--- config.mk ---
export PLATFORM = sky130hd
export DESIGN_NAME = unidade_controle_quiz
export DESIGN_NICKNAME = d
export VERILOG_FILES = /design/src/rtl/unidade_controle_quiz.sv
export SDC_FILE = /design/constraint.sdc
export NUM_CORES = 1
export LEC_CHECK = 0
export BUFFER_PORTS_ARGS = -buffer_cell sky130_fd_sc_hd__buf_2
export CAP_MARGIN = 10
export CORE_ASPECT_RATIO = 0.7
export CORE_UTILIZATION = 27
export CTS_CLUSTER_DIAMETER = 40
export CTS_CLUSTER_SIZE = 14
export DETAILED_ROUTE_END_ITERATION = 8
export HOLD_SLACK_MARGIN = 0.15
export PLACE_DENSITY = 0.44
export SETUP_SLACK_MARGIN = 0.15
export SLEW_MARGIN = 5
export SYNTH_ARGS = -nofsm -noshare
export SYNTH_HDL_FRONTEND = slang
export SYNTH_SLANG_ARGS = --single-unit
--- constraint.sdc ---
create_clock -name clock -period 1.9 [get_ports clock]
set_input_delay 0.285 -clock clock [delete_from_list [all_inputs] [get_ports clock]]
set_output_delay 0.285 -clock clock [all_outputs]
set_load 0.005 [all_outputs]
--- src/rtl/unidade_controle_quiz.sv ---
// Quiz game control unit: question sequencing, answer timing,
// replay handling and score keeping for a button-based quiz.
module unidade_controle_quiz #(
    parameter int N_RODADAS  = 8,
    parameter int N_BOTOES   = 4,
    parameter int T_MOSTRA   = 100,
    parameter int T_RESPOSTA = 500,
    parameter int MAX_VOLTAS = 2
) (
    input  logic                           clock,
    input  logic                           reset,
    input  logic                           iniciar,
    input  logic [N_BOTOES-1:0]            botoes,
    input  logic [N_BOTOES-1:0]            resposta_certa,
    input  logic                           volta,
    output logic [$clog2(N_RODADAS)-1:0]   endereco,
    output logic                           mostra_pergunta,
    output logic                           espera_jogada,
    output logic                           acertou,
    output logic                           errou,
    output logic                           timeout,
    output logic [$clog2(N_RODADAS+1)-1:0] pontos,
    output logic [N_BOTOES-1:0]            jogada_reg,
    output logic                           pronto,
    output logic [3:0]                     db_estado
);

    localparam int AW   = $clog2(N_RODADAS);
    localparam int PW   = $clog2(N_RODADAS + 1);
    localparam int TMAX = (T_MOSTRA > T_RESPOSTA) ? T_MOSTRA : T_RESPOSTA;
    localparam int TW   = $clog2(TMAX + 1);
    localparam int VW   = (MAX_VOLTAS < 1) ? 1 : $clog2(MAX_VOLTAS + 1);

    localparam logic [AW-1:0] ULTIMA   = AW'(N_RODADAS - 1);
    localparam logic [PW-1:0] PTS_MAX  = PW'(N_RODADAS);
    localparam logic [TW-1:0] FIM_MOST = TW'(T_MOSTRA - 1);
    localparam logic [TW-1:0] FIM_RESP = TW'(T_RESPOSTA - 1);
    localparam logic [VW-1:0] VOLT_MAX = VW'(MAX_VOLTAS);

    typedef enum logic [3:0] {
        INICIAL         = 4'd0,
        INICIO_JOGO     = 4'd1,
        PROXIMA_RODADA  = 4'd3,
        MOSTRA_PERGUNTA = 4'd4,
        ESPERA_JOGADA   = 4'd7,
        COMPARA_JOGADA  = 4'd8,
        REGISTRA_JOGADA = 4'd9,
        ACERTO          = 4'd10,
        ERRO            = 4'd11,
        TIMEOUT         = 4'd12,
        FIM_JOGO        = 4'd15
    } estado_t;

    estado_t             estado;
    logic [TW-1:0]       timer;
    logic [VW-1:0]       voltas;
    logic [N_BOTOES-1:0] botoes_ant;
    logic                jogada;
    logic                ultima;

    // A press only counts on a release-to-press edge, so held buttons wait
    assign jogada = (botoes != '0) && (botoes_ant == '0);
    assign ultima = (endereco == ULTIMA);

    // Button history for press-edge detection
    always_ff @(posedge clock or negedge reset) begin
        if (!reset) botoes_ant <= '0;
        else        botoes_ant <= botoes;
    end

    // Game sequencing, timer, replay count and score
    always_ff @(posedge clock or negedge reset) begin
        if (!reset) begin
            estado     <= INICIAL;
            endereco   <= '0;
            pontos     <= '0;
            jogada_reg <= '0;
            voltas     <= '0;
            timer      <= '0;
        end else begin
            case (estado)
                INICIAL: begin
                    timer <= '0;
                    if (iniciar) estado <= INICIO_JOGO;
                end
                INICIO_JOGO: begin
                    endereco   <= '0;
                    pontos     <= '0;
                    jogada_reg <= '0;
                    voltas     <= '0;
                    timer      <= '0;
                    estado     <= MOSTRA_PERGUNTA;
                end
                PROXIMA_RODADA: begin
                    endereco <= endereco + AW'(1);
                    voltas   <= '0;
                    timer    <= '0;
                    estado   <= MOSTRA_PERGUNTA;
                end
                MOSTRA_PERGUNTA: begin
                    if (timer == FIM_MOST) begin
                        timer  <= '0;
                        estado <= ESPERA_JOGADA;
                    end else begin
                        timer <= timer + TW'(1);
                    end
                end
                ESPERA_JOGADA: begin
                    if (jogada) begin
                        timer  <= '0;
                        estado <= REGISTRA_JOGADA;
                    end else if (timer == FIM_RESP) begin
                        timer  <= '0;
                        estado <= TIMEOUT;
                    end else if (volta && (voltas < VOLT_MAX)) begin
                        voltas <= voltas + VW'(1);
                        timer  <= '0;
                        estado <= MOSTRA_PERGUNTA;
                    end else begin
                        timer <= timer + TW'(1);
                    end
                end
                REGISTRA_JOGADA: begin
                    jogada_reg <= botoes;
                    estado     <= COMPARA_JOGADA;
                end
                COMPARA_JOGADA: begin
                    if ($onehot(jogada_reg) && (jogada_reg == resposta_certa))
                        estado <= ACERTO;
                    else
                        estado <= ERRO;
                end
                ACERTO: begin
                    if (pontos != PTS_MAX) pontos <= pontos + PW'(1);
                    estado <= ultima ? FIM_JOGO : PROXIMA_RODADA;
                end
                ERRO: begin
                    estado <= ultima ? FIM_JOGO : PROXIMA_RODADA;
                end
                TIMEOUT: begin
                    jogada_reg <= '0;
                    estado     <= ultima ? FIM_JOGO : PROXIMA_RODADA;
                end
                FIM_JOGO: begin
                    timer <= '0;
                    if (iniciar) estado <= INICIO_JOGO;
                end
                default: begin
                    timer  <= '0;
                    estado <= INICIAL;
                end
            endcase
        end
    end

    // Flags depend on the current state alone
    assign mostra_pergunta = (estado == MOSTRA_PERGUNTA);
    assign espera_jogada   = (estado == ESPERA_JOGADA);
    assign acertou         = (estado == ACERTO);
    assign errou           = (estado == ERRO) || (estado == TIMEOUT);
    assign timeout         = (estado == TIMEOUT);
    assign pronto          = (estado == FIM_JOGO);
    assign db_estado       = estado;

endmodule

==> metrics.yaml, run 1 <==
run_status:
  status: "finished with violations"
  violations: "negative setup slack"
drt:
  top_layer: "met4"
  wl_met1_mm: 2.58
  drt_pass1_iterations: 6
  vias_per_cell: 4.63
  drtIter0Drc: 86
  antenna_left: 0
  routed_wl_mm: 4.64
  wl_per_cell_um: 14.1
  wl_met2_mm: 1.81
  num_vias: 1524
  route.detailed.drc: 0
  dr_wl_met3_um: 224
layout:
  fin_area_um2: 2470
  multi_input_area_um2: 975
  nNetsFinal: 270
  drive_gt1_frac: 0.402
  fillers: 641
  largest_reg_flops: 9
  syn2layout_area_growth_pct: 40.6
  largest-register: "timer"
  regArea_um2: 752
  n_antenna_cell: 0
clock_network:
  clock_tree.root_cell: "clkbuf_8"
  clk_pin_slew_ns: 0.07
  cts_buffer_depth: 2
  htree_levels: 2
  cts_tree: "built"
  cts_buffers: 5
  clock_latency_ns: 0.28
  clkSinkCount: 30
critical_path:
  crit_required_ns: 2.05
  crit_chain: "inv_2 -> fa_1 -> inv_1 -> ha_4 -> ha_4 -> nor3_2 -> a31oi_1 -> a31oi_1 -> a41oi_1"
  r2r_cells: 9
  cp_data_arrival_time_ns: 2.12
  endpoint_kind: "flop"
  critPathMaxFanout: 2
  r2r-end: "db_estado[0]"
  r2r_setup_slack_ns: -0.07
  r2r-start: "jogada_reg[3]"
  cp_slowest_stage_delay_ns: 0.53
  cp_slowest_cell: "fa_1"
  cp-start-kind: "flop"
  crit_type: "flop to flop"
power_and_ir_drop:
  ir_drop_v: 0.000384
  p_int_uw: 1690
  p_per_area_nw_per_um2: 1060
  p_clk_frac: 0.244
  switchingPower_uw: 927
  leakage_uw: 0.00120
  swShare: 0.354
  combPwrFrac: 0.452
  power_uw: 2620
  pwr-share-seq: 0.304
die:
  start_util: 0.281
  die_w_um: 98.4
  die-area_um2: 6830
  num_rows: 24
  die_h_um: 69.5
  core_um2: 6250
  pin_count: 33
hold_path:
  holdPathStages: 3
  hp-class: "primary input to flop"
  worstHoldStart: "volta"
  min_to: "voltas[1]"
timing:
  max_slew_margin: 0.528
  rsz0062_at_grt: "yes"
  fin_crit_sh: 1.04
  worst_pin_slew_ns: 0.708
  drv_slew: 0
  min_period_ns: 1.97
  holdWs_ns: 0.359
  timing.fmax_mhz: 508
  fin_ws_ns: -0.0672
  clock_skew_ns: 0.00523
  fin_setup_tns_ns: -0.0861
  report.final.hold_viol_count: 0
  setup_viol: 2
synth:
  ys_ff_latch: 30
  synthesis.nets: 202
  yosysSeqAreaShare: 0.428
  async_flop_share: 1.00
  ys_warn_count: 0
  syn_area_um2: 1760
  ys_types: 52
  synth_edf_count: 0
  avgSynthCellArea_um2: 9.65
  syn_inst: 182
  synth_ff_type: "dfrtp_1"
placed_design:
  gp_congestion: 0.754
  placed_area_um2: 2160
  dp_hpwl_mm: 3.26
  numPortBuffers: 32
global_route:
  grt.total_usage: 0.147
  grt_pass1_vias: 1554
  antenna_found_initial: 0
  grt_max_degree: 31
  grt_pass1_wl_mm: 7.76
  overflow: 0
run:
  maxCapViolCount: 0
## through the flow
stage	setup WS (ns)	util	cells
after floorplan	-0.146	-	182
after global placement	-0.0885	0.346	310
after detailed placement	-0.129	0.346	310
after CTS	-0.0708	0.379	324
after global routing	-0.186	0.395	329
final	-0.0672	0.395	329
## synth_stat cells (all sizes together) (3+ instances only)
cell     instances  area (um^2)
nor4             3         18.8
xor2             7         61.3
nand2           23         86.3
xnor2            3         26.3
nand3            4         20.0
buf              3         23.8
o2bb2ai          3         26.3
a31oi            3         33.8
clkbuf           5         38.8
a22oi            6         45.0
dfrtp           30          751
o21ai           10         50.1
nor3             4         20.0
nor2b            3         18.8
ha               7         87.6
inv             13         48.8
nor2            13         48.8
a21oi            5         25.0
## placed cells by master (no fill, tap or decap), types with 2 or more instances in the layout
cell type | Yosys | routed
nand2b_1 | 2 | 2
o21a_1 | 2 | 2
a21oi_1 | 5 | 5
a22oi_1 | 6 | 5
nor2b_1 | 3 | 2
dfrtp_1 | 30 | 29
a31oi_1 | 2 | 2
clkinv_2 | 0 | 2
ha_1 | 7 | 4
nor3_1 | 4 | 3
a21o_1 | 2 | 2
nand4_1 | 2 | 2
buf_4 | 1 | 25
ha_4 | 0 | 2
inv_2 | 0 | 2
a41oi_1 | 2 | 2
nor4b_1 | 2 | 2
nor2_1 | 13 | 9
o21ai_2 | 0 | 2
nor2_2 | 0 | 3
nor4_1 | 3 | 3
dlygate4sd3_1 | 0 | 5
clkbuf_8 | 2 | 5
o21ai_0 | 10 | 8
inv_1 | 13 | 11
buf_2 | 1 | 32
buf_6 | 1 | 6
xor2_1 | 7 | 7
nand2_1 | 23 | 22
xnor2_1 | 3 | 3
a211o_1 | 2 | 2
nand3_1 | 4 | 4
o2bb2ai_1 | 3 | 2
## cell type report
cell class                      count  share of cell area
Multi-Input combinational cell    131               0.395
Sequential cell                    30               0.305
Timing Repair Buffer               69               0.197
Tap cell                           78              0.0396
Clock buffer                        5              0.0279
Inverter                           13              0.0198
Clock inverter                      3              0.0162
## kinds of logic (layout without fill, tap and decap cells)
kind of cell	count (synthesis)	after routing	share of synthesized area
AND/OR/NAND/NOR	68	68	0.202
AO/OA/AOI/OAI	42	42	0.175
buffers and inverters	21	90	0.0634
flip-flops	30	30	0.428
XOR/XNOR	10	10	0.0499
multiplexers	3	3	0.0207
adder cells (fa/ha/maj)	8	8	0.0613
## worst max path at each step
stage	slack (ns)	cells past startpoint	end	from
detailed placement	-0.13	9	db_estado[0]	jogada_reg[0]
global placement	-0.09	9	db_estado[0]	jogada_reg[0]
finish	-0.07	9	db_estado[0]	jogada_reg[3]
global route	-0.19	9	db_estado[0]	jogada_reg[3]
CTS	-0.07	9	db_estado[0]	jogada_reg[3]
floorplan	-0.15	9	db_estado[0]	jogada_reg[0]
## worst max-delay path: cells and delay by family, from the launching register on
family	cells	cell delay, ns
adders and majority gates	3	0.92
AOI/OAI and AO/OA	3	0.30
DFF	1	0.36
and+or+nand+nor	1	0.16
buffers and inverters	2	0.11
## power by group through the flow
stage | registers, uW | logic (uW) | clock network, uW
global placement | 801 | 1000 | 0
finish | 797 | 1180 | 640
CTS | 789 | 1040 | 664
floorplan | 786 | 622 | 0
detailed placement | 799 | 991 | 0
global route | 808 | 1300 | 692
## metal layers
layer	vias to the layer above	global-route usage
met5	-	0
met4	0	0.0398
met3	2	0.0444
met2	29	0.199
met1	716	0.223
li1	777	-
## what timing repair did
| item | CTS | global route |
|---|---|---|
| hold buffers | 5 | 0 |
| endpoints found under the setup margin | 14 | 18 |
| pin swaps | 10 | 1 |
| resized for setup | 12 | 16 |
| gates cloned | 0 | 0 |
| hold endpoints to repair | 34 | 0 |
| setup buffers | 1 | 5 |
Power figures use the tool's default switching activity.
==> run 2, diff against run 1 <==
Clock period 1.9 ns to 1.8 ns, I/O delays scaled along.
==> metrics.yaml, run 2 (same netlist as run 1, synthesis figures left out) <==
run_status:
  status: "finished with violations"
  violations: "design-rule violations, negative setup slack"
placed_design:
  numPortBuffers: 32  # unchanged
  dp_hpwl_mm: 3.34  # +2.3%
  gp_congestion: 0.829  # +9.9%
timing:
  timing.fmax_mhz: 507  # -0.20%
  fin_ws_ns: -0.171  # -0.104 ns
  clock_skew_ns: 0.00379  # -0.00144 ns
  max_slew_margin: 0.721  # +0.193
  setup_viol: 13  # +11
  drv_slew: 0  # unchanged
  report.final.hold_viol_count: 0  # unchanged
  min_period_ns: 1.97  # +0.00402 ns
  worst_pin_slew_ns: 0.417  # -0.291 ns
  holdWs_ns: 0.256  # -0.104 ns
  fin_crit_sh: 1.10  # +0.0598
  rsz0062_at_grt: "yes"
layout:
  syn2layout_area_growth_pct: 45.0
  nNetsFinal: 279  # +3.3%
  final_cell_mix: "36 x buf_4, 32 x buf_2, 30 x dfrtp_1"
  largest_reg_flops: 9  # unchanged
  layout_commonest_cell: "buf_4"
  final_util: 0.407  # +0.0124
  drive_gt1_frac: 0.436  # +0.0339
  fillers: 649  # +1.2%
  largest-register: "timer"
  n_antenna_cell: 0  # unchanged
critical_path:
  critPathMaxFanout: 8  # +6
  r2r-end: "db_estado[2]"
  endpoint: "db_estado[2]"
  cp-start-kind: "flop"
  r2r_cells: 5  # -4
  r2r_setup_slack_ns: -0.17  # -0.10 ns
  crit_type: "flop to flop"
  endpoint_kind: "flop"
  crit_required_ns: 1.96  # -0.09 ns
  r2r-start: "timer[8]"
  startpoint: "timer[8]"
  cp_data_arrival_time_ns: 2.14  # +0.02 ns
global_route:
  grt_pass1_vias: 1547  # -0.45%
  grt_pass1_wl_mm: 7.69  # -0.89%
  grt.met1_usage: 0.225  # +0.00156
  grt.met3_usage: 0.0363  # -0.00806
  met2_usage: 0.193  # -0.00548
  grt.total_usage: 0.145  # -0.00198
  antenna_found_initial: 0  # unchanged
  grt.busiest_layer: "met1"
  overflow: 0  # unchanged
  grt_max_degree: 31  # unchanged
die:
  core_um2: 6250  # unchanged
  start_util: 0.281  # unchanged
  die-area_um2: 6830  # unchanged
  die_h_um: 69.5  # unchanged
  pin_count: 33  # unchanged
  die_w_um: 98.4  # unchanged
  num_rows: 24  # unchanged
drt:
  routed_wl_mm: 4.77  # +2.8%
  route.detailed.drc: 2  # +2
  wl_per_cell_um: 14.1  # +0.36%
  num_vias: 1593  # +4.5%
  vias_per_cell: 4.73  # +2.0%
  antenna_left: 0  # unchanged
  drtIter0Drc: 68  # -21%
  drt_pass1_iterations: 8  # +2
clock_network:
  htree_levels: 2  # unchanged
  cts_buffer_depth: 2  # unchanged
  cts_tree: "built"
  cts_buffers: 5  # unchanged
  clk_pin_slew_ns: 0.06  # about the same
  clkSinkCount: 30  # unchanged
  clock_latency_ns: 0.28  # about the same
  clock_tree.root_cell: "clkbuf_8"
hold_path:
  hp-class: "primary input to flop"
  holdPathStages: 2  # -1
power_and_ir_drop:
  p_per_area_nw_per_um2: 1050  # -1.1%
  leakage_uw: 0.00122  # +2.0%
  ir_drop_v: 0.000526  # +37%
run:
  maxCapViolCount: 0  # unchanged
[run 2: changes by cell type in the layout (fill, tap and decap cells not counted), sizes merged]
cell	change
bufinv	-1
clkinv	-2
clkbuf	+2
buf	+12
dlygate4sd3	-3
[run 2: timing repair]
item	4_1_cts	5_1_grt
hold endpoints to repair	31	0
pin swaps	11	14
setup endpoints to repair	18	23
setup buffers	2	8
resized for setup	15	19
hold buffers	2	0
[run 2: final cells by class]
| class | instances | area [um^2] | area share |
|---|---|---|---|
| inverters | 13 | 48.8 | 0.0192 |
| repair buffers | 78 | 541 | 0.212 |
| well taps | 78 | 97.6 | 0.0383 |
| clock buffers | 7 | 76.3 | 0.0300 |
| flip-flops and latches | 30 | 751 | 0.295 |
| multi-input cells | 131 | 1030 | 0.405 |
[run 2: how the worst min path moves through the flow]
stage,startpoint,to,slack (ns)
floorplan,reset,botoes_ant[0],-0.03
global placement,reset,timer[6],0.32
detailed placement,reset,voltas[0],0.32
CTS,botoes[3],botoes_ant[3],0.22
global route,botoes[0],botoes_ant[0],0.25
finish,botoes[0],botoes_ant[0],0.26
[run 2: layer usage]
layer  up-vias  routed length, um  share of wire
met4         0                 44         0.0092
met5         -                  0              0
met1       764               2510           0.53
met3         4                217          0.046
met2        30               1990           0.42
li1        795                  -              -
[run 2: power by group]
group | internal, uW | switching, uW
logic | 682 | 653
registers | 757 | 74.8
clock network | 266 | 240
[run 2: stage by stage]
| step | setup slack [ns] | area (um^2) | total power [uW] | cells | TNS [ns] |
|---|---|---|---|---|---|
| 2_1_floorplan | -0.246 | 1770 | 1490 | 182 | -0.445 |
| 3_5_place_dp | -0.268 | 2220 | 1910 | 318 | -1.13 |
| 6_report | -0.171 | 2540 | 2670 | 337 | -1.29 |
| 5_1_grt | -0.262 | 2540 | 2860 | 337 | -2.51 |
| 4_1_cts | -0.186 | 2390 | 2500 | 329 | -1.33 |
| 3_3_place_gp | -0.181 | 2220 | 1920 | 318 | -1.04 |
[run 2: worst max-delay path, stage by stage (launching register included)]
cell and delay (ns):
dfrtp_1 0.37, or4_1 0.51, o31a_1 0.28, a31oi_4 0.28, nand2_2 0.12, mux2_4 0.30
==> run 3, diff against run 2 <==
Settings changed: CORE_UTILIZATION 27 to 52, CTS_BUF_LIST from default to sky130_fd_sc_hd__clkbuf_4, PLACE_DENSITY 0.44 to 0.76.
==> metrics.yaml, run 3 (same netlist as run 1, synthesis figures left out) <==
run_status:
  status: "finished with violations"
  violations: "negative setup slack"
critical_path:
  startpoint: "jogada_reg[0]"
  cp_slowest_cell: "fa_1"
  cp_data_arrival_time_ns: 2.31  # +0.17 ns
  cp-start-kind: "flop"
  endpoint_kind: "flop"
  r2r-start: "jogada_reg[0]"
  crit_type: "flop to flop"
  critPathMaxFanout: 2  # -6
  crit_chain: "inv_2 -> fa_1 -> inv_2 -> ha_4 -> ha_4 -> nor3_2 -> a31oi_1 -> a31oi_1 -> a41oi_1"
  cp_slowest_stage_delay_ns: 0.55  # +0.04 ns
  crit_required_ns: 2.00  # +0.04 ns
layout:
  syn2layout_area_growth_pct: 45.9
  n_antenna_cell: 0  # unchanged
  nNetsFinal: 283  # +1.4%
  final_cell_mix: "30 x dfrtp_1, 30 x buf_2, 27 x buf_4"
  layoutNonFillerInstCount: 302  # -10%
  fillers: 188  # -71%
  fin_area_um2: 2560  # +0.64%
  largest_reg_flops: 9  # unchanged
  drive_gt1_frac: 0.473  # +0.0372
  largest-register: "timer"
drt:
  routed_wl_mm: 5.47  # +15%
  vias_per_cell: 5.96  # +26%
  wl_per_cell_um: 18.1  # +28%
  antenna_left: 0  # unchanged
  drtIter0Drc: 158  # +130%
  route.detailed.drc: 0  # -2
  drt_pass1_iterations: 4  # -4
  num_vias: 1800  # +13%
global_route:
  grt.total_usage: 0.306  # +0.161
  grt_pass1_vias: 1699  # +9.8%
  antenna_found_initial: 0  # unchanged
  grt_pass1_wl_mm: 8.13  # +5.7%
  grt_max_degree: 31  # unchanged
  overflow: 0  # unchanged
timing:
  worst_pin_slew_ns: 0.660  # +0.243 ns
  clock_skew_ns: 0.00850  # +0.00471 ns
  fin_crit_sh: 1.17  # +0.0755
  rsz0062_at_grt: "yes"
  fin_ws_ns: -0.307  # -0.136 ns
  report.final.hold_viol_count: 0  # unchanged
  drv_slew: 0  # unchanged
  max_slew_margin: 0.560  # -0.161
  min_period_ns: 2.11  # +0.136 ns
  holdWs_ns: 0.163  # -0.0922 ns
  timing.fmax_mhz: 475  # -6.4%
  setup_viol: 16  # +3
clock_network:
  clock_latency_ns: 0.34  # +0.06 ns
  clk_pin_slew_ns: 0.10  # +0.04 ns
  cts_tree: "built"
  cts_buffer_depth: 2  # unchanged
  clkSinkCount: 30  # unchanged
  htree_levels: 2  # unchanged
  clock_tree.root_cell: "clkbuf_4"
  cts_buffers: 5  # unchanged
power_and_ir_drop:
  swShare: 0.386  # +0.0244
  ir_drop_v: 0.000709  # +35%
  pwr-share-seq: 0.296  # -0.015
  p_int_uw: 1740  # +1.8%
  p_per_area_nw_per_um2: 1100  # +5.1%
  leakage_uw: 0.00124  # +2.0%
  combPwrFrac: 0.563  # +0.064
  p_clk_frac: 0.142  # -0.047
  switchingPower_uw: 1090  # +13%
die:
  die_w_um: 71.4  # -27%
  start_util: 0.550  # +0.269
  die_h_um: 50.6  # -27%
  num_rows: 17  # -29%
  core_um2: 3190  # -49%
  pin_count: 33  # unchanged
  die-area_um2: 3620  # -47%
placed_design:
  dp.cells: 270  # -15%
  placed_area_um2: 2110  # -5.0%
  gp_congestion: 0.844  # +1.8%
  dp_hpwl_mm: 3.39  # +1.6%
  numPortBuffers: 32  # unchanged
run:
  maxCapViolCount: 0  # unchanged
hold_path:
  hp-class: "primary input to flop"
  worstHoldStart: "botoes[1]"
run 3: power by group through the flow:
stage          clock, uW  sequential, uW  combinational (uW)
6_report             401             836                1590
5_1_grt              424             842                1700
4_1_cts              394             821                1320
3_5_place_dp           0             830                1030
3_3_place_gp           0             825                 976
2_1_floorplan          0             830                 661
run 3: repair_timing:
| action | CTS | global route |
|---|---|---|
| setup endpoints to repair | 17 | 23 |
| pin swaps | 12 | 10 |
| hold buffers | 4 | 0 |
| gates resized for setup | 27 | 28 |
| setup buffers | 12 | 8 |
| hold endpoints to repair | 33 | 0 |
run 3: cell type report:
class / count / area (um^2) / share of cell area
multi-input cells: 131 / 1030 / 0.402
flip-flops and latches: 30 / 751 / 0.293
clock buffers: 6 / 45.0 / 0.0176
inverters: 13 / 51.3 / 0.0200
repair buffers: 82 / 629 / 0.246
well taps: 38 / 47.5 / 0.0186
clock inverters: 2 / 8.76 / 0.00342
run 3: path summary, 6_finish.rpt:
kind	to	slack, ns	depth (start not counted)
max reg2reg	db_estado[0]	-0.31	9
max	db_estado[0]	-0.31	9
max in group asynchronous	db_estado[3]	0.89	2
min	botoes_ant[1]	0.16	2
min in group asynchronous	jogada_reg[0]	0.49	2
min reg2reg	voltas[0]	0.52	1
run 3: per-stage QoR:
| stage | total power [uW] | worst slack, ns | util | TNS, ns |
|---|---|---|---|---|
| after floorplan | 1490 | -0.246 | - | -0.445 |
| after global placement | 1800 | -0.176 | 0.661 | -1.33 |
| after detailed placement | 1860 | -0.297 | 0.661 | -2.09 |
| after CTS | 2540 | -0.282 | 0.753 | -2.25 |
| after global routing | 2960 | -0.372 | 0.803 | -4.17 |
| final | 2830 | -0.307 | 0.803 | -3.44 |
run 3: per-layer routing:
| metal | track usage | vias to the layer above | part of all wire | routed length [um] |
|---|---|---|---|---|
| met5 | 0 | - | 0 | 0 |
| met4 | 0.140 | 0 | 0.031 | 169 |
| met3 | 0.0843 | 22 | 0.070 | 381 |
| met2 | 0.500 | 88 | 0.47 | 2580 |
| met1 | 0.379 | 885 | 0.43 | 2340 |
| li1 | - | 805 | - | - |
run 3: critical path: cells and delay by family, from the launching register on:
kind	cells	cell delay, ns
AO/OA/AOI/OAI	3	0.40
adder cells (fa/ha/maj)	3	0.90
buffers and inverters	2	0.11
flip-flops	1	0.40
AND/OR/NAND/NOR	1	0.17
